**src/rtl/bridge_16_32_pkg.sv**
```systemverilog
// bridge_pkg: shared types and helpers for the 16-to-32 bridge responder.
//   state_e      : responder FSM states (idle / downstream request / response)
//   lane_sel     : maps a halfword index and 2-bit byte enables onto 4 word lanes
//   half_extract : selects one halfword of a 32-bit word
package bridge_pkg;

  typedef enum logic [1:0] {
    StIdle = 2'd0,
    StReq  = 2'd1,
    StResp = 2'd2
  } state_e;

  function automatic logic [3:0] lane_sel(input logic hw, input logic [1:0] bs);
    return hw ? {bs, 2'b00} : {2'b00, bs};
  endfunction

  function automatic logic [15:0] half_extract(input logic hw, input logic [31:0] word);
    return hw ? word[31:16] : word[15:0];
  endfunction

endpackage

```
**src/rtl/bridge_16_32_if.sv**
```systemverilog
// bridge_16_32_if: generic bridge bus (request held while bytesel != 0, one-cycle compl).
//   Parameterised so one definition serves the 16-bit initiator side
//   (AddrW=31, DataW=16, BselW=2) and the 32-bit target side (AddrW=30, DataW=32, BselW=4).
//   master : drives cs/addr/wdata/wr_en/bytesel, receives rdata/compl
//   slave  : receives cs/addr/wdata/wr_en/bytesel, drives rdata/compl
interface bridge_16_32_if #(
  parameter int unsigned AddrW = 31,
  parameter int unsigned DataW = 16,
  parameter int unsigned BselW = 2
);
  logic             cs;
  logic [AddrW-1:0] addr;
  logic [DataW-1:0] wdata;
  logic [DataW-1:0] rdata;
  logic             wr_en;
  logic [BselW-1:0] bytesel;
  logic             compl;

  modport master (output cs, addr, wdata, wr_en, bytesel, input rdata, compl);
  modport slave  (input cs, addr, wdata, wr_en, bytesel, output rdata, compl);
endinterface

```
**src/rtl/bridge_16_32_rdbuf.sv**
```systemverilog
// bridge_16_32_rdbuf: one-word read buffer {valid, tag, data}.
//   clk, rst_n   : clock, async active-low reset (buffer invalid after reset)
//   lookup_tag   : word address to compare; hit = valid && tag match
//   data         : buffered word
//   fill         : load upd_tag/fill_data and mark valid
//   merge        : write-through of merge_data lanes merge_be when upd_tag matches
//   inval        : clear valid; wins over a coincident fill or merge
module bridge_16_32_rdbuf (
  input  logic        clk,
  input  logic        rst_n,
  input  logic [29:0] lookup_tag,
  output logic        hit,
  output logic [31:0] data,
  input  logic        fill,
  input  logic        merge,
  input  logic [29:0] upd_tag,
  input  logic [31:0] fill_data,
  input  logic [3:0]  merge_be,
  input  logic [31:0] merge_data,
  input  logic        inval
);
  logic        valid_q, valid_d;
  logic [29:0] tag_q, tag_d;
  logic [31:0] data_q, data_d;

  assign hit  = valid_q && (tag_q == lookup_tag);
  assign data = data_q;

  always_comb begin
    valid_d = valid_q;
    tag_d   = tag_q;
    data_d  = data_q;
    if (fill) begin
      valid_d = 1'b1;
      tag_d   = upd_tag;
      data_d  = fill_data;
    end else if (merge && valid_q && (tag_q == upd_tag)) begin
      for (int i = 0; i < 4; i++) begin
        if (merge_be[i]) data_d[8*i +: 8] = merge_data[8*i +: 8];
      end
    end
    if (inval) valid_d = 1'b0;
  end

  always_ff @(posedge clk or negedge rst_n) begin
    if (!rst_n) begin
      valid_q <= 1'b0;
      tag_q   <= '0;
      data_q  <= '0;
    end else begin
      valid_q <= valid_d;
      tag_q   <= tag_d;
      data_q  <= data_d;
    end
  end
endmodule

```
**src/rtl/bridge_16_32.sv**
```systemverilog
// bridge_16_32: responder for the 16-bit bridge bus; performs each halfword access as a
// byte-laned access on a 32-bit target bus.
//   clk, rst_n : clock, async active-low reset (all outputs 0, FSM idle, buffer invalid)
//   s_bus      : 16-bit initiator side (slave modport)
//   m_bus      : 32-bit target side (master modport); cs/bytesel are combinational
//   inval      : read-buffer invalidate pulse
// Build option: define BRIDGE_16_32_RDBUF_EN to add the one-word read buffer.
module bridge_16_32
  import bridge_pkg::*;
(
  input logic             clk,
  input logic             rst_n,
  bridge_16_32_if.slave   s_bus,
  bridge_16_32_if.master  m_bus,
  input logic             inval
);
  state_e      state_q, state_d;
  logic [30:0] addr_q;
  logic [15:0] wdata_q;
  logic        wr_q;
  logic [1:0]  bs_q;
  logic [15:0] rdata_q, rdata_d;

  logic        start;
  logic        buf_hit;
  logic [31:0] buf_data;
  logic [3:0]  lanes;

  // s_compl is only ever high in StResp, so idle + nonzero bytesel is a fresh request.
  assign start = (state_q == StIdle) && (s_bus.bytesel != 2'b00);

`ifdef BRIDGE_16_32_RDBUF_EN
  logic fill;
  logic merge;

  assign fill  = (state_q == StReq) && m_bus.compl && !wr_q;
  assign merge = (state_q == StReq) && m_bus.compl && wr_q;
  // Reads fetch the whole word so the paired halfword can hit afterwards.
  assign lanes = wr_q ? lane_sel(addr_q[0], bs_q) : 4'hf;

  bridge_16_32_rdbuf u_rdbuf (
    .clk        (clk),
    .rst_n      (rst_n),
    .lookup_tag (s_bus.addr[30:1]),
    .hit        (buf_hit),
    .data       (buf_data),
    .fill       (fill),
    .merge      (merge),
    .upd_tag    (addr_q[30:1]),
    .fill_data  (m_bus.rdata),
    .merge_be   (lane_sel(addr_q[0], bs_q)),
    .merge_data ({wdata_q, wdata_q}),
    .inval      (inval)
  );
`else
  logic unused_inval;

  assign unused_inval = inval;
  assign buf_hit      = 1'b0;
  assign buf_data     = '0;
  assign lanes        = lane_sel(addr_q[0], bs_q);
`endif

  always_comb begin
    state_d = state_q;
    rdata_d = rdata_q;
    unique case (state_q)
      StIdle: begin
        if (start) begin
          if (!s_bus.wr_en && buf_hit) begin
            state_d = StResp;
            rdata_d = half_extract(s_bus.addr[0], buf_data);
          end else begin
            state_d = StReq;
          end
        end
      end
      StReq: begin
        if (m_bus.compl) begin
          state_d = StResp;
          rdata_d = wr_q ? 16'h0 : half_extract(addr_q[0], m_bus.rdata);
        end
      end
      StResp:  state_d = StIdle;
      default: state_d = StIdle;
    endcase
  end

  always_ff @(posedge clk or negedge rst_n) begin
    if (!rst_n) begin
      state_q <= StIdle;
      addr_q  <= '0;
      wdata_q <= '0;
      wr_q    <= 1'b0;
      bs_q    <= '0;
      rdata_q <= '0;
    end else begin
      state_q <= state_d;
      rdata_q <= rdata_d;
      if (start) begin
        addr_q  <= s_bus.addr;
        wdata_q <= s_bus.wdata;
        wr_q    <= s_bus.wr_en;
        bs_q    <= s_bus.bytesel;
      end
    end
  end

  // Lanes drop in the m_compl cycle so the target sees exactly one completed request.
  assign m_bus.bytesel = ((state_q == StReq) && !m_bus.compl) ? lanes : 4'b0000;
  assign m_bus.cs      = |m_bus.bytesel;
  assign m_bus.addr    = addr_q[30:1];
  assign m_bus.wdata   = {wdata_q, wdata_q};
  assign m_bus.wr_en   = wr_q;

  assign s_bus.compl = (state_q == StResp);
  assign s_bus.rdata = rdata_q;
endmodule

```
**src/flat_wrapper.sv**
```systemverilog
// flat-port wrapper written by rule: the top's interface ports become plain ports
module bridge_16_32_flat import bridge_pkg::*;
  (clk, rst_n, inval, s_bus_cs, s_bus_addr, s_bus_wdata, s_bus_wr_en, s_bus_bytesel, s_bus_rdata, s_bus_compl, m_bus_cs, m_bus_addr, m_bus_wdata, m_bus_wr_en, m_bus_bytesel, m_bus_rdata, m_bus_compl);
  bridge_16_32_if #(.AddrW(31), .DataW(16), .BselW(2)) s_bus_i ();
  bridge_16_32_if #(.AddrW(30), .DataW(32), .BselW(4)) m_bus_i ();
  input logic clk;
  input logic rst_n;
  input logic inval;
  input wire logic [$bits(s_bus_i.cs)-1:0] s_bus_cs;
  input wire logic [$bits(s_bus_i.addr)-1:0] s_bus_addr;
  input wire logic [$bits(s_bus_i.wdata)-1:0] s_bus_wdata;
  input wire logic [$bits(s_bus_i.wr_en)-1:0] s_bus_wr_en;
  input wire logic [$bits(s_bus_i.bytesel)-1:0] s_bus_bytesel;
  output wire logic [$bits(s_bus_i.rdata)-1:0] s_bus_rdata;
  output wire logic [$bits(s_bus_i.compl)-1:0] s_bus_compl;
  output wire logic [$bits(m_bus_i.cs)-1:0] m_bus_cs;
  output wire logic [$bits(m_bus_i.addr)-1:0] m_bus_addr;
  output wire logic [$bits(m_bus_i.wdata)-1:0] m_bus_wdata;
  output wire logic [$bits(m_bus_i.wr_en)-1:0] m_bus_wr_en;
  output wire logic [$bits(m_bus_i.bytesel)-1:0] m_bus_bytesel;
  input wire logic [$bits(m_bus_i.rdata)-1:0] m_bus_rdata;
  input wire logic [$bits(m_bus_i.compl)-1:0] m_bus_compl;
  assign s_bus_i.cs = s_bus_cs;
  assign s_bus_i.addr = s_bus_addr;
  assign s_bus_i.wdata = s_bus_wdata;
  assign s_bus_i.wr_en = s_bus_wr_en;
  assign s_bus_i.bytesel = s_bus_bytesel;
  assign s_bus_rdata = s_bus_i.rdata;
  assign s_bus_compl = s_bus_i.compl;
  assign m_bus_cs = m_bus_i.cs;
  assign m_bus_addr = m_bus_i.addr;
  assign m_bus_wdata = m_bus_i.wdata;
  assign m_bus_wr_en = m_bus_i.wr_en;
  assign m_bus_bytesel = m_bus_i.bytesel;
  assign m_bus_i.rdata = m_bus_rdata;
  assign m_bus_i.compl = m_bus_compl;
  bridge_16_32 u_core (.clk(clk), .rst_n(rst_n), .s_bus(s_bus_i), .m_bus(m_bus_i), .inval(inval));
endmodule
```
**config.mk**
```make
export PLATFORM = sky130hd
export DESIGN_NAME = bridge_16_32_flat
export DESIGN_NICKNAME = d
export VERILOG_FILES = /design/src/rtl/bridge_16_32_pkg.sv /design/src/rtl/bridge_16_32_if.sv /design/src/rtl/bridge_16_32_rdbuf.sv /design/src/rtl/bridge_16_32.sv /design/src/flat_wrapper.sv
export SDC_FILE = /design/constraint.sdc
export NUM_CORES = 1
export LEC_CHECK = 0
export BUFFER_PORTS_ARGS = -buffer_cell sky130_fd_sc_hd__buf_2
export CELL_PAD_IN_SITES_DETAIL_PLACEMENT = 1
export CELL_PAD_IN_SITES_GLOBAL_PLACEMENT = 1
export CORE_ASPECT_RATIO = 1.75
export CORE_MARGIN = 2
export CORE_UTILIZATION = 36
export DETAILED_ROUTE_END_ITERATION = 12
export PLACE_DENSITY_LB_ADDON = 0.1
export SETUP_SLACK_MARGIN = 0.02
export SLEW_MARGIN = 20
export SYNTH_ARGS = -nofsm -noshare
export SYNTH_HDL_FRONTEND = slang
export SYNTH_HIERARCHICAL = 1
export SYNTH_SLANG_ARGS = --single-unit
```
**constraint.sdc**
```tcl
create_clock -name clk -period 3.65 [get_ports clk]
set_input_delay 0.73 -clock clk [delete_from_list [all_inputs] [get_ports clk]]
set_output_delay 0.73 -clock clk [all_outputs]
set_load 0.1 [all_outputs]
```
# ---- Word level (Yosys, flattened, before mapping)
# Index checks and enable logic that the tools add are counted.
# Widths: inputs -> output; s select.
dict set report op_classes {
  muxes 7
  reduce_logical 8
  n_eq_ne 4
}
# op n
set op_table {}
lappend op_table {{$mux 16} 2}
lappend op_table {{$mux 4} 2}
lappend op_table {{$mux 2} 2}
lappend op_table {{$pmux 2 s2} 1}
lappend op_table {{$reduce_and 2->1} 2}
lappend op_table {{$reduce_or 4->1} 1}
lappend op_table {{$eq 2x1->1 const B} 1}
lappend op_table {{$eq 2x2->1 const B} 1}
lappend op_table {{$logic_and 1x1->1} 2}
lappend op_table {{$logic_not 2->1} 1}
lappend op_table {{$ne 2x1->1 const B} 1}
lappend op_table {{$ne 2x2->1 const B} 1}
lappend op_table {{$reduce_bool 2->1} 1}
lappend op_table {{$logic_not 1->1} 1}
dict set report word_totals {
  wordCells 25
  register_bits 68
}

# ---- Longest topological paths before layout
# Gate-level depths: netlist of the first run.
dict set report logic_depth {
  ltp_word 4
  mapped_depth 4
  ltp_nobuf 3
}

# ---- Worst setup path after synthesis of the first run
# Ideal clock, no wire load.
dict set report synth_path {
  kind {input to output}
  startpoint {in m_bus_compl}
  endpoint {out m_bus_bytesel[1]}
  arrival_time_ns 2.793
  path_slack_ns 0.127
  stages 1
  cell_sequence {nor3_1}
}
dict set report synth_via {
  elab_chain_cells 3
}
# element line_no
set synth_lines {}
lappend synth_lines {{start: declaration} flat_wrapper.sv:22} ;# input wire logic [$bits(m_bus_i.compl)-1:0] m_bus_compl;
lappend synth_lines {{$logic_not 1->1} bridge_16_32.sv:110} ;# assign m_bus.bytesel = ((state_q == StReq) && !m_bus.compl) ? lanes : 4'b0000;
lappend synth_lines {{$logic_and 1x1->1} bridge_16_32.sv:110}
lappend synth_lines {{$mux 4} bridge_16_32.sv:110}
lappend synth_lines {{end: declaration} flat_wrapper.sv:20} ;# output wire logic [$bits(m_bus_i.bytesel)-1:0] m_bus_bytesel;
# No other way between the ends.

# ---- Worst setup path in the final report of the first run
dict set report layout_path {
  startpoint {reg u_core.addr_q[0]}
  endpoint {out m_bus_bytesel[3]}
}
dict set report layout_via {
  elab_chain_cells 2
}
# element line_no
set layout_lines {}
lappend layout_lines {{start: declaration} bridge_16_32.sv:18} ;# logic [30:0] addr_q;
lappend layout_lines {{start signal: assignment} bridge_16_32.sv:101} ;# addr_q <= s_bus.addr;
lappend layout_lines {{$mux 4} bridge_16_32_pkg.sv:14} ;# return hw ? {bs, 2'b00} : {2'b00, bs};
lappend layout_lines {{$mux 4} bridge_16_32.sv:110}
# No other way between the ends.

==> results of run 1 <==
-- synthesized netlist by cell type --
library cell / n / area share (%)
buf_6: 5 / 1.8
nor2_1: 2 / 0.24
nor3_1: 1 / 0.16
nor2b_1: 1 / 0.20
inv_1: 1 / 0.12
buf_4: 47 / 11
nor3_4: 1 / 0.52
buf_1: 1 / 0.12
dfrtp_1: 68 / 54
nand3b_2: 1 / 0.36
o2bb2ai_1: 16 / 4.5
nand2_1: 2 / 0.24
o21a_1: 1 / 0.24
or2_2: 1 / 0.20
nor3b_1: 1 / 0.24
nand2_2: 1 / 0.20
mux2_4: 9 / 4.3
and3_1: 2 / 0.40
mux2_2: 41 / 15
and2b_1: 1 / 0.24
buf_2: 2 / 0.32
mux2i_1: 16 / 5.1
-- flip-flops by register name (all words and copies together), names as in the netlist --
name	cells
u_core/addr_q	31
u_core/bs_q	2
u_core/m_bus.wr_en	1
u_core/s_bus.rdata	16
u_core/state_q	2
u_core/wdata_q	16
-- layer usage --
| layer | part of all wire, % | up-vias |
|---|---|---|
| met5 | 0.24 | - |
| met4 | 2.0 | 2 |
| met3 | 8.1 | 14 |
| met2 | 53 | 93 |
| met1 | 37 | 1011 |
| li1 | - | 975 |
-- cell type report --
cell class	instances	area share, %
multi-input combinational	97	24.4
clock buffer	10	5.85
sequential	68	41.7
tap	117	3.58
inverter	1	0.0919
clock inverter	6	3.31
timing repair buffer	171	21.1
-- worst paths after layout --
check	start	to	slack, ps
min	u_core/s_bus.rdata[13]$_DFFE_PN0P_	u_core/s_bus.rdata[13]$_DFFE_PN0P_	490
max reg2reg	u_core/state_q[1]$_DFFE_PN0P_	u_core/addr_q[21]$_DFFE_PN0P_	1920
min reg2reg	u_core/s_bus.rdata[13]$_DFFE_PN0P_	u_core/s_bus.rdata[13]$_DFFE_PN0P_	490
max	u_core/addr_q[0]$_DFFE_PN0P_	m_bus_bytesel[3]	930
max in group asynchronous	rst_n	u_core/s_bus.rdata[1]$_DFFE_PN0P_	2490
min in group asynchronous	rst_n	u_core/addr_q[22]$_DFFE_PN0P_	600
-- cells by family after synthesis --
kind of cell | Yosys count
buffers and inverters | 56
and+or+nand+nor | 14
DFF | 68
muxes | 66
AOI/OAI and AO/OA | 17
-- worst reg2reg max path: stages, from the launching register on --
cell	delay, ps
dfrtp_1	420
nor3_4	180
buf_4	570
mux2_2	450
-- metrics by stage --
step	std cells	cell area (sq um)	hold WS [ps]
final	470	4090	486
after global routing	470	4090	499
after CTS	470	4090	490
after detailed placement	454	3710	472
after global placement	454	3710	467
after floorplan	221	3130	434
==> flow_summary.json, run 1 <==
{
  "maxCapViolCount": 0,
  "critPathRequiredTime_ps": 2920,
  "layout_common_cells": "buf_2 (169), dfrtp_1 (68), mux2_2 (41)",
  "crit_cells": 2,
  "post_cts_resized": 0,
  "yosysWarnings": 6,
  "wirelength_mm": 6.80,
  "cts_max_path_buffers": 2,
  "die_area_sq_um": 9480,
  "max_stage_delay_ps": 950,
  "rsz0062_at_grt": "no",
  "setup_violations": 0,
  "start_kind": "flip-flop",
  "finalCritPeriodShare_pct": 74.6,
  "htree_levels": 3,
  "synth.mux.area_fraction_pct": 24.2,
  "fin_ws_ps": 926,
  "r2r_cells": 3,
  "min_path_type": "reg2reg",
  "fp.dieH_um": 127,
  "maxSlewViolCount": 0,
  "period_needed_ps": 2720,
  "fillers": 962,
  "yosys.area_share.simple_pct": 3.00,
  "drt_iter0_markers": 31,
  "worst-path-max-fanout": 21,
  "use_met1_pct": 17.2,
  "fin_skew_ps": 6.64,
  "num_io_pins": 172,
  "worstMarginPinSlew_ps": 938,
  "layout-drive-gt1-share_pct": 68.3,
  "overflow": 0,
  "root_buffer": "clkbuf_16",
  "dp_slack_ps": 946,
  "core_area_sq_um": 8560,
  "vias": 2095,
  "cts_buffers": 9,
  "final_common_cell": "buf_2",
  "nets": 435,
  "grt_max_degree": 69,
  "ys_ff_latch": 68,
  "antenna_found_initial": 1,
  "portBuffers": 169,
  "synth_top_family_by_area": "multiplexers",
  "start_util_pct": 36.5,
  "die_x_um": 74.5,
  "areaGrowthSynthToFinish_pct": 30.7,
  "grt_use_met2_pct": 24.0,
  "crit_type": "reg2out",
  "synth_fp_nets": 308,
  "synth_area_per_cell_sq_um": 14.1,
  "use_met3_pct": 4.26,
  "cts_tree": "built",
  "synth-compound-area-share_pct": 4.72,
  "grt_pass1_vias": 2179,
  "wl_per_cell_um": 14.5,
  "outcome": "complete, no violations",
  "ant_nets": 0,
  "grt_pass1_wl_mm": 10.5,
  "whs_path_depth": 1,
  "routed_via_density": 4.46,
  "register_area_sq_um": 1700,
  "cp_num_buf_inv": 1,
  "path_clk_slew_ps": 50,
  "cp_top_family": "flip-flops",
  "crit_chain": "and3_1 -> buf_2",
  "postCtsSetupBuffers": 0,
  "routabilityCongestion": 0.723,
  "insertion_delay_ps": 330,
  "cp_slowest_cell": "dfrtp_1",
  "tns_ps": 0,
  "multi_input_area_sq_um": 998,
  "yosysSeqAreaShare_pct": 54.4,
  "cp-end-kind": "output port",
  "firstDrtPassIters": 2,
  "synth_xor_area_share_pct": 0,
  "top_usage_layer": "met2",
  "track_usage_pct": 14.7,
  "cts.sinks": 68,
  "dp_hpwl_mm": 5.07,
  "yosysUniqueCellTypes": 22,
  "n_antenna_cell": 0,
  "max_freq_ghz": 0.367,
  "hold_buffers": 0,
  "slew_headroom_pct": 37.4,
  "num_rows": 45,
  "drc_errors": 0,
  "worst_ep_arrival_time_ps": 1990,
  "post-route-util_pct": 47.7,
  "synthAdderAreaFrac_pct": 0,
  "syn-instance-count": 221,
  "syn-cell-area_sq_um": 3130,
  "hold_viol": 0
}
Power of run 1 is not shown: default switching activity piles up to over one toggle a cycle in this logic, so the estimate is an artifact.
==> run 2: changes to the inputs <==
--- a/config.mk
+++ b/config.mk
@@ -10,7 +10,7 @@
 export CELL_PAD_IN_SITES_GLOBAL_PLACEMENT = 1
 export CORE_ASPECT_RATIO = 1.75
 export CORE_MARGIN = 2
-export CORE_UTILIZATION = 36
+export CORE_UTILIZATION = 30
 export DETAILED_ROUTE_END_ITERATION = 12
 export PLACE_DENSITY_LB_ADDON = 0.1
 export SETUP_SLACK_MARGIN = 0.02
==> constraint.sdc (replaced) <==
create_clock -name clk -period 2.35 [get_ports clk]
set_input_delay 0.47 -clock clk [delete_from_list [all_inputs] [get_ports clk]]
set_output_delay 0.47 -clock clk [all_outputs]
set_load 0.1 [all_outputs]
==> run 2 against run 1 <==
  * Sequential cell count unchanged
  * Hold slack worse by 350 ps
  * Critical path type unchanged
  * Utilization shrank 7.5 points
  * Sequential share of layout area down 0.38 points
==> flow_summary.json, run 2 (synthesized netlist as in run 1, its figures left out) <==
{
  "cts.sinks": 68,
  "wl_per_cell_um": 15.0,
  "insertion_delay_ps": 330,
  "num_rows": 49,
  "areaGrowthSynthToFinish_pct": 31.9,
  "grt_pass1_vias": 2281,
  "crit_type": "reg2out",
  "placed_cells": 465,
  "worst_ep_arrival_time_ps": 1680,
  "r2r-start": "u_core/state_q[1]$_DFFE_PN0P_",
  "max_freq_ghz": 0.466,
  "worst-path-max-fanout": 5,
  "maxSlewViolCount": 0,
  "setup_violations": 0,
  "num_io_pins": 172,
  "nets": 436,
  "top_register": "u_core/addr_q",
  "fin_skew_ps": 7.46,
  "postCtsSetupBuffers": 0,
  "start_util_pct": 30.5,
  "final-instance-count-excl-fill": 481,
  "die_x_um": 81.2,
  "wirelength_mm": 7.20,
  "final_common_cell": "buf_2",
  "layout-drive-gt1-share_pct": 68.9,
  "cts_max_path_buffers": 2,
  "vias": 2118,
  "fillers": 1160,
  "period_needed_ps": 2150,
  "grt_max_degree": 69,
  "cts_tree": "built",
  "grt_pass1_wl_mm": 11.4,
  "portBuffers": 169,
  "finalCritPeriodShare_pct": 91.4,
  "r2r-end": "u_core/wdata_q[5]$_DFFE_PN0P_",
  "antenna_found_initial": 1,
  "drt_iter0_markers": 56,
  "ant_nets": 0,
  "drc_errors": 0,
  "routabilityCongestion": 0.670,
  "cp-end-kind": "output port",
  "core_area_sq_um": 10200,
  "root_buffer": "clkbuf_16",
  "cts_buffers": 9,
  "register_area_sq_um": 1700,
  "layout_common_cells": "buf_2 (165), dfrtp_1 (68), mux2_2 (41)",
  "outcome": "complete, no violations",
  "overflow": 0,
  "critPathRequiredTime_ps": 1880,
  "start_kind": "flip-flop",
  "die_area_sq_um": 11300,
  "post_cts_resized": 0,
  "hold_viol": 0,
  "worstMarginPinSlew_ps": 513,
  "dp_hpwl_mm": 5.33,
  "path_clk_slew_ps": 60,
  "htree_levels": 3,
  "tns_ps": 0,
  "multi_input_area_sq_um": 1010,
  "largest_reg_flops": 31,
  "placed_area_sq_um": 3820,
  "rsz0062_at_grt": "no",
  "firstDrtPassIters": 4,
  "maxCapViolCount": 0,
  "min_path_type": "in2async",
  "rrSetupSlack_ps": 880,
  "routed_via_density": 4.40,
  "hold_buffers": 0,
  "n_antenna_cell": 0,
  "slew_headroom_pct": 65.7,
  "track_usage_pct": 13.5,
  "r2r_cells": 3,
  "fp.dieH_um": 139,
  "final_area_sq_um": 4120
}
## run 2: how the worst max path moves through the flow
| stage | start | end | slack (ps) | cells after the start |
|---|---|---|---|---|
| finish | u_core/state_q[0]$_DFFE_PN0P_ | m_bus_bytesel[2] | 200 | 3 |
| global route | u_core/state_q[0]$_DFFE_PN0P_ | m_bus_bytesel[0] | 40 | 4 |
| CTS | u_core/state_q[1]$_DFFE_PN0P_ | m_bus_bytesel[1] | 180 | 4 |
| detailed placement | m_bus_compl | m_bus_bytesel[0] | 340 | 5 |
| global placement | m_bus_compl | m_bus_bytesel[3] | 380 | 4 |
| floorplan | u_core/addr_q[0]$_DFFE_PN0P_ | m_bus_bytesel[1] | -10 | 2 |
## run 2: critical path, cell delays in order, from the launching register on
cell and delay, ps:
dfrtp_1 420, nor3b_1 470, and3_1 280, buf_12 180
## run 2: cell type report
class                      count  share of cell area [%]
inverter                       1                  0.0910
clock buffer                  12                    6.46
clock inverter                 4                   0.789
tap                          127                    3.85
multi-input combinational     97                    24.4
timing repair buffer         172                    23.1
sequential                    68                    41.3
## run 2: through the flow
step | util (%) | setup WS, ps | hold slack (ps)
after floorplan | - | -11.0 | 174
after global placement | 37.3 | 382 | 469
after detailed placement | 37.3 | 345 | 469
after CTS | 40.3 | 176 | 156
after global routing | 40.3 | 45.0 | 185
final | 40.3 | 202 | 134
## run 2: per-layer routing
metal	part of all wire [%]	vias to the layer above	track usage [%]	wire length [um]
met5	0	-	0	0
met4	2.4	0	7.05	172
met3	8.6	12	4.10	617
met2	54	91	24.3	3910
met1	35	1034	13.4	2500
li1	-	981	-	-
Power of run 2 is left out for the same reason.
==> run 3: changes to the inputs <==
--- a/config.mk
+++ b/config.mk
@@ -8,7 +8,6 @@
 export BUFFER_PORTS_ARGS = -buffer_cell sky130_fd_sc_hd__buf_2
 export CELL_PAD_IN_SITES_DETAIL_PLACEMENT = 1
 export CELL_PAD_IN_SITES_GLOBAL_PLACEMENT = 1
-export CORE_ASPECT_RATIO = 1.75
 export CORE_MARGIN = 2
 export CORE_UTILIZATION = 30
 export DETAILED_ROUTE_END_ITERATION = 12
==> run 3 against run 2 <==
  * Cell area decreased by 2.8%
  * Count of clock-buffer cells in the layout decreased by 1
  * Die area decreased by 0.29%
==> flow_summary.json, run 3 (synthesized netlist as in run 1, its figures left out) <==
{
  "cts_max_path_buffers": 2,
  "fin_ws_ps": 188,
  "worst_ep_arrival_time_ps": 1690,
  "fp.dieH_um": 106,
  "tns_ps": 0,
  "max_stage_delay_ps": 460,
  "min_path_type": "in2async",
  "placed_cells": 475,
  "rsz0062_at_grt": "no",
  "outcome": "complete, no violations",
  "max_freq_ghz": 0.462,
  "dp_slack_ps": 351,
  "portBuffers": 169,
  "worst-path-max-fanout": 5,
  "drc_errors": 0,
  "ant_nets": 0,
  "top_register": "u_core/addr_q",
  "maxCapViolCount": 0,
  "period_needed_ps": 2160,
  "dp_hpwl_mm": 5.01,
  "die_x_um": 106,
  "wl_per_cell_um": 14.2,
  "root_buffer": "clkbuf_8",
  "drt_iter0_markers": 37,
  "final_area_sq_um": 4010,
  "hold_viol": 0,
  "wirelength_mm": 6.92,
  "core_area_sq_um": 10200,
  "layout-drive-gt1-share_pct": 68.8,
  "start_util_pct": 30.6,
  "vias": 2082,
  "path_clk_slew_ps": 70,
  "largest_reg_flops": 31,
  "num_rows": 37,
  "start_kind": "flip-flop",
  "areaGrowthSynthToFinish_pct": 28.2,
  "worstMarginPinSlew_ps": 498,
  "postCtsSetupBuffers": 0,
  "maxSlewViolCount": 0,
  "cts.sinks": 68,
  "n_antenna_cell": 0,
  "hold_buffers": 0,
  "routabilityCongestion": 0.662,
  "cp-end-kind": "output port",
  "slew_headroom_pct": 66.7,
  "cts_tree": "built",
  "layout_common_cells": "buf_2 (164), dfrtp_1 (68), mux2_2 (41)",
  "grt_max_degree": 39,
  "crit_type": "reg2out",
  "final-instance-count-excl-fill": 488,
  "grt_pass1_vias": 2165,
  "final_common_cell": "buf_2",
  "crit_chain": "nor3b_1 -> and3_1 -> buf_12",
  "htree_levels": 3,
  "cp_slowest_cell": "nor3b_1",
  "post_cts_resized": 0,
  "die_area_sq_um": 11300,
  "routed_via_density": 4.27,
  "grt_pass1_wl_mm": 11.0,
  "antenna_found_initial": 0,
  "nets": 437,
  "track_usage_pct": 12.4,
  "firstDrtPassIters": 4,
  "fin_skew_ps": 7.29,
  "insertion_delay_ps": 330,
  "overflow": 0,
  "num_io_pins": 172,
  "finalCritPeriodShare_pct": 92.0,
  "placed_area_sq_um": 3840,
  "cts_buffers": 9,
  "setup_violations": 0,
  "critPathRequiredTime_ps": 1880
}
run 3: area by class of cell:
type / count / area [sq um]
clock buffers: 11 / 151
clock inverters: 2 / 12.5
fillers: 1157 / 6220
inverters: 1 / 3.75
multi-input cells: 97 / 1010
flip-flops and latches: 68 / 1700
well taps: 136 / 170
repair buffers: 173 / 963
run 3: final timing paths:
| kind | start | to | slack [ps] | depth (start not counted) |
|---|---|---|---|---|
| max in group asynchronous | rst_n | u_core/addr_q[6]$_DFFE_PN0P_ | 1720 | 2 |
| max | u_core/state_q[0]$_DFFE_PN0P_ | m_bus_bytesel[3] | 190 | 3 |
| min reg2reg | u_core/s_bus.rdata[3]$_DFFE_PN0P_ | u_core/s_bus.rdata[3]$_DFFE_PN0P_ | 490 | 1 |
| min in group clk | s_bus_addr[26] | u_core/addr_q[26]$_DFFE_PN0P_ | 370 | 2 |
| min | rst_n | u_core/addr_q[11]$_DFFE_PN0P_ | 70 | 1 |
| max reg2reg | u_core/state_q[1]$_DFFE_PN0P_ | u_core/addr_q[1]$_DFFE_PN0P_ | 900 | 3 |
run 3: critical path: cells and delay by family (launching register included):
kind,cells,cell delay [ps]
simple gates,2,750
flops,1,420
buf+inv,1,190
run 3: per-layer routing:
layer | vias up | track usage, % | share of wire [%]
li1 | 982 | - | -
met1 | 990 | 16.8 | 46
met2 | 101 | 18.7 | 44
met3 | 9 | 3.07 | 7.6
met4 | 0 | 5.64 | 1.7
met5 | - | 0 | 0
run 3: metrics by stage:
stage	hold slack [ps]	utilization (%)
after floorplan	174	-
after global placement	441	37.6
after detailed placement	441	37.6
after CTS	67.5	39.2
after global routing	83.6	39.2
final	67.7	39.2
Power of run 3 is left out for the same reason.
